### src/rtl/instr_fetch_queue.sv
// Instruction fetch stage: issues sequential word fetches to instruction memory,
// queues in-order responses with their PCs, and presents the head to decode.
module instr_fetch_queue #(
  parameter int              XLEN     = 64,
  parameter logic [XLEN-1:0] RESET_PC = '0,
  parameter int              DEPTH    = 4
) (
  input  logic            clk_in,
  input  logic            rst_n_in,
  output logic            imem_req_valid_out,
  input  logic            imem_req_ready_in,
  output logic [XLEN-1:0] imem_req_addr_out,
  input  logic            imem_resp_valid_in,
  input  logic [31:0]     imem_resp_data_in,
  input  logic            redirect_in,
  input  logic [XLEN-1:0] redirect_pc_in,
  input  logic            stall_in,
  output logic [31:0]     instr_out,
  output logic [XLEN-1:0] pc_out,
  output logic            instr_valid_out
);

  localparam int               PTR_W     = $clog2(DEPTH);
  localparam int               CNT_W     = PTR_W + 1;
  localparam logic [CNT_W:0]   DEPTH_SUM = (CNT_W + 1)'(DEPTH);
  localparam logic [CNT_W-1:0] DEPTH_CNT = CNT_W'(DEPTH);
  localparam logic [31:0]      NOP       = 32'h0000_0013;

  logic [XLEN-1:0]  fetch_pc;
  logic [XLEN-1:0]  resp_pc;
  logic [XLEN-1:0]  fifo_pc    [DEPTH];
  logic [31:0]      fifo_instr [DEPTH];
  logic [PTR_W-1:0] rd_ptr;
  logic [PTR_W-1:0] wr_ptr;
  logic [CNT_W-1:0] count;
  logic [CNT_W-1:0] inflight;
  logic [CNT_W-1:0] drop;

  logic            req_fire;
  logic            resp_drop;
  logic            wr_en;
  logic            rd_en;
  logic [XLEN-1:0] redirect_pc_aligned;

  assign redirect_pc_aligned = redirect_pc_in & ~(XLEN'(3));

  // Entries already queued plus requests still in flight reserve FIFO space,
  // so a response always has a slot to land in.
  assign imem_req_valid_out = rst_n_in && !redirect_in &&
                              (({1'b0, count} + {1'b0, inflight}) < DEPTH_SUM);
  assign imem_req_addr_out  = fetch_pc;
  assign req_fire           = imem_req_valid_out && imem_req_ready_in;

  assign resp_drop = imem_resp_valid_in && (drop != '0);
  assign wr_en     = imem_resp_valid_in && (drop == '0) && !redirect_in;

  assign instr_valid_out = (count != '0);
  assign rd_en           = instr_valid_out && !stall_in && !redirect_in;
  assign instr_out       = instr_valid_out ? fifo_instr[rd_ptr] : NOP;
  assign pc_out          = instr_valid_out ? fifo_pc[rd_ptr] : '0;

  // NOTE: sequential state uses non-blocking assignments so every flop samples
  // the pre-edge values regardless of statement order.
  always_ff @(posedge clk_in or negedge rst_n_in) begin
    if (!rst_n_in) begin
      fetch_pc <= RESET_PC;
      resp_pc  <= RESET_PC;
      rd_ptr   <= '0;
      wr_ptr   <= '0;
      count    <= '0;
      inflight <= '0;
      drop     <= '0;
    end else begin
      inflight <= inflight + CNT_W'(req_fire) - CNT_W'(imem_resp_valid_in);
      if (redirect_in) begin
        // Everything still in flight after this edge belongs to the old path.
        fetch_pc <= redirect_pc_aligned;
        resp_pc  <= redirect_pc_aligned;
        rd_ptr   <= '0;
        wr_ptr   <= '0;
        count    <= '0;
        drop     <= inflight - CNT_W'(imem_resp_valid_in);
      end else begin
        if (req_fire)  fetch_pc <= fetch_pc + XLEN'(4);
        if (resp_drop) drop     <= drop - CNT_W'(1);
        if (wr_en) begin
          wr_ptr  <= wr_ptr + PTR_W'(1);
          resp_pc <= resp_pc + XLEN'(4);
        end
        if (rd_en) rd_ptr <= rd_ptr + PTR_W'(1);
        count <= count + CNT_W'(wr_en) - CNT_W'(rd_en);
      end
    end
  end

  // NOTE: the storage array has no reset; an entry is only read once count
  // says it was written, so its power-up contents never reach the outputs.
  always_ff @(posedge clk_in) begin
    if (wr_en) begin
      fifo_instr[wr_ptr] <= imem_resp_data_in;
      fifo_pc[wr_ptr]    <= resp_pc;
    end
  end

  a_count_bound: assert property (@(posedge clk_in) disable iff (!rst_n_in)
    count <= DEPTH_CNT);
  a_drop_bound: assert property (@(posedge clk_in) disable iff (!rst_n_in)
    drop <= inflight);

endmodule

### config.mk
export PLATFORM = sky130hd
export DESIGN_NAME = instr_fetch_queue
export DESIGN_NICKNAME = d
export VERILOG_FILES = /design/src/rtl/instr_fetch_queue.sv
export SDC_FILE = /design/constraint.sdc
export NUM_CORES = 1
export LEC_CHECK = 0
export ABC_CLOCK_PERIOD_IN_PS = 5800
export CORE_ASPECT_RATIO = 0.5
export CORE_MARGIN = 3
export CORE_UTILIZATION = 64
export DETAILED_ROUTE_END_ITERATION = 8
export DONT_BUFFER_PORTS = 1
export PLACE_DENSITY = 0.9
export SETUP_SLACK_MARGIN = 0.3
export SLEW_MARGIN = 20
export SYNTH_ARGS = -nofsm -noshare
export SYNTH_HDL_FRONTEND = slang
export SYNTH_SLANG_ARGS = --single-unit
### constraint.sdc
create_clock -name clk_in -period 5.8 [get_ports clk_in]
set_input_delay 1.16 -clock clk_in [delete_from_list [all_inputs] [get_ports clk_in]]
set_output_delay 1.16 -clock clk_in [all_outputs]
set_load 0.005 [all_outputs]
==> results.yml <==
run_status:
  status: "finished clean"
timing:
  grt_setup_unrepaired: "no"
  fin_hold_ws_ns: 0.266
  clock_skew_ns: 0.0203
  max_freq_mhz: 244
  finalSetupViolCount: 0
  fin_setup_tns_ns: 0
  hold_violations: 0
  worst_slack_ns: 1.70
  tightest_slew_ns: 1.10
  min_period_ns: 4.10
  timing.final.crit_share_pct: 70.6
  slew_violations: 0
  relSlewSlack_pct: 27.0
synth:
  synth_xor_area_share_pct: 2.45
  synthMuxAreaShare_pct: 10.4
  synth_seq_cells: 513
  post_synth_num_cell_types: 62
  yosys.area.top_type: "edfxtp_1"
  synth-simple-area-share_pct: 15.3
  synth_top_area_share_pct: 49.3
  netlist_top_cells_count: "edfxtp_1 (376), dfrtp_1 (137), nand2_1 (108), and2_1 (99), nand3_1 (99)"
  synth_edf_count: 376
  synth_area_mm2: 0.0229
  ys.flop_type: "edfxtp_1"
  avgSynthCellArea_um2: 14.1
  async_flop_share_pct: 26.7
  postSynthCellCount: 1623
  yosysWarningCount: 0
  ys_top_cells_by_area: "edfxtp_1 (49%), dfrtp_1 (15%), mux4_2 (9.2%)"
  synth_top_family_by_area: "simple AND/OR/NAND/NOR gates"
  yosysSeqAreaShare_pct: 64.3
  synth_fa_ha_area_share_pct: 1.05
  synth_compound_area_share_pct: 4.50
  yosysMostFrequentCell: "edfxtp_1"
clock_network:
  cts_setup_buffers: 0
  cts_buffers: 44
  worstSkewPairLatency_ns: 0.59
  clock_sinks: 513
  h-tree-depth: 2
  cts-root-buf: "clkbuf_16"
  cts_tree: "yes"
  cts_resized: 0
  holdBufCountCts: 0
  clk_path_buf_depth: 3
  clkTransAtPathRegs_ns: 0.07
worst_setup_path:
  arrival_ns: 2.94
  cp_slowest_cell: "dfrtp_4"
  critical_path_required_ns: 4.64
  crit_chain: "buf_4 > mux4_2 > and2_1"
  crit_path_max_incr_delay_ns: 1.14
  cp-end-kind: "output port"
  cp_max_fo: 72
  setup.worst_path.class: "register to output port"
  reg2reg_depth: 9
  cp-start-kind: "register"
power:
  p_leak_nw: 8.13
  power.internal_mw: 6.66
  switching_share_pct: 29.5
  ir_worst_vdd_uv: 257
  switchingPower_mw: 2.79
  combPwrFrac_pct: 18.8
  power_density_mw_per_mm2: 381
  pwr-share-seq_pct: 48.9
  p_clk_share_pct: 32.3
grt:
  antenna_found_initial: 1
  grt_overflow_total: 0
  grt_pass1_wl_um: 98900
  grt_pass1_vias: 15048
  grt_max_degree: 140
  grt_usage_pct: 34.8
place:
  pre_cts_ws_ns: 2.08
  dpl.hpwl_um: 40100
  io_buffers: 0
  placed_area_mm2: 0.0233
  gp_congestion: 0.931
detailed_routing:
  via_per_inst: 7.30
  drt_iter0_drc: 2752
  wl_per_cell_um: 31.0
  drc_errors: 0
  via_count: 15449
  postRouteAntennaNets: 0
  drtPass1Iterations: 8
  wirelength_um: 65500
layout:
  nFillCells: 2124
  design_area_mm2: 0.0248
  seq_area_mm2: 0.0147
  finalNetCount: 1723
  layout-drive-gt1-share_pct: 14.0
  multiInputGateArea_mm2: 0.00775
  area_delta_synth_final_pct: 8.24
die:
  core_mm2: 0.0349
  num_rows: 48
  die_h_um: 140
  ios: 264
  fp.dieW_um: 274
  start_util_pct: 65.6
  fp.dieArea_mm2: 0.0382
min_path:
  hp-class: "primary input to asynchronous set/reset pin"
flow_run:
  drv_cap: 0
sequential cells by signal, indices dropped and copies added (netlist names):
signal             cells
fifo_instr           128
fifo_pc              248
imem_req_addr_out     62
inflight               3
rd_ptr                 2
drop                   3
resp_pc               62
wr_ptr                 2
count                  3
cells in the final DEF (no fill, tap or decap), types with 38 or more instances in the layout:
cell,Yosys,routed
dfrtp_1,137,135
nand2_1,108,108
nand3_1,99,99
nand4_1,76,76
and2_1,99,99
clkbuf_16,0,45
nor4_1,38,38
xnor2_1,40,40
mux4_2,94,94
edfxtp_1,376,376
o21ai_0,60,60
nor2_1,61,60
area by class of cell:
| cell class | instances | area share [%] |
|---|---|---|
| tap | 475 | 2.40 |
| clock buffer | 60 | 4.93 |
| sequential | 513 | 59.4 |
| inverter | 29 | 0.439 |
| antenna | 2 | 0.0202 |
| timing repair buffer | 20 | 0.606 |
| multi-input combinational | 995 | 31.3 |
| clock inverter | 21 | 0.939 |
path summary, 6_finish.rpt:
path                                    endpoint  slack, ns   startpoint
min in group clk_in                  inflight[0]       0.60  inflight[0]
setup reg to reg           imem_req_addr_out[59]       2.47  inflight[2]
max in group asynchronous              rd_ptr[1]       5.31     rst_n_in
setup / recovery                      pc_out[38]       1.70    rd_ptr[1]
hold reg to reg                      inflight[0]       0.60  inflight[0]
hold / removal             imem_req_addr_out[28]       0.27     rst_n_in
power groups by stage:
stage	Sequential [mW]	Clock [mW]	Combinational (mW)
after floorplan	4.45	0	1.41
after global placement	4.64	0	1.65
after detailed placement	4.67	0	1.73
after CTS	4.60	3.05	1.79
after global routing	4.65	3.19	1.91
final	4.62	3.05	1.78
kinds of logic after synthesis:
group	after synthesis
multiplexers	118
adder cells (fa/ha/maj)	18
XOR/XNOR	64
AND/OR/NAND/NOR	629
buffers and inverters	118
AO/OA/AOI/OAI	162
flip-flops	513
other	1
critical path: cells and delay by family (launching register included):
| family | cells | cell delay, ns |
|---|---|---|
| multiplexers | 1 | 0.43 |
| buffers and inverters | 1 | 0.52 |
| AND/OR/NAND/NOR | 1 | 0.21 |
| flip-flops | 1 | 1.14 |
metrics by stage:
step / power [mW] / std cells / util, %
2_1_floorplan: 5.86 / 1626 / -
3_3_place_gp: 6.29 / 2032 / 66.9
3_5_place_dp: 6.40 / 2032 / 66.9
4_1_cts: 9.45 / 2113 / 71.0
5_1_grt: 9.76 / 2113 / 71.0
6_report: 9.45 / 2115 / 71.1
routing by layer:
| metal | vias up | GRT usage [%] | wire (um) |
|---|---|---|---|
| li1 | 6271 | - | - |
| met1 | 7697 | 49.5 | 23700 |
| met2 | 1226 | 53.7 | 30400 |
| met3 | 251 | 9.01 | 8900 |
| met4 | 4 | 10.7 | 2480 |
| met5 | - | 0 | 34 |
Power figures use the tool's default switching activity.
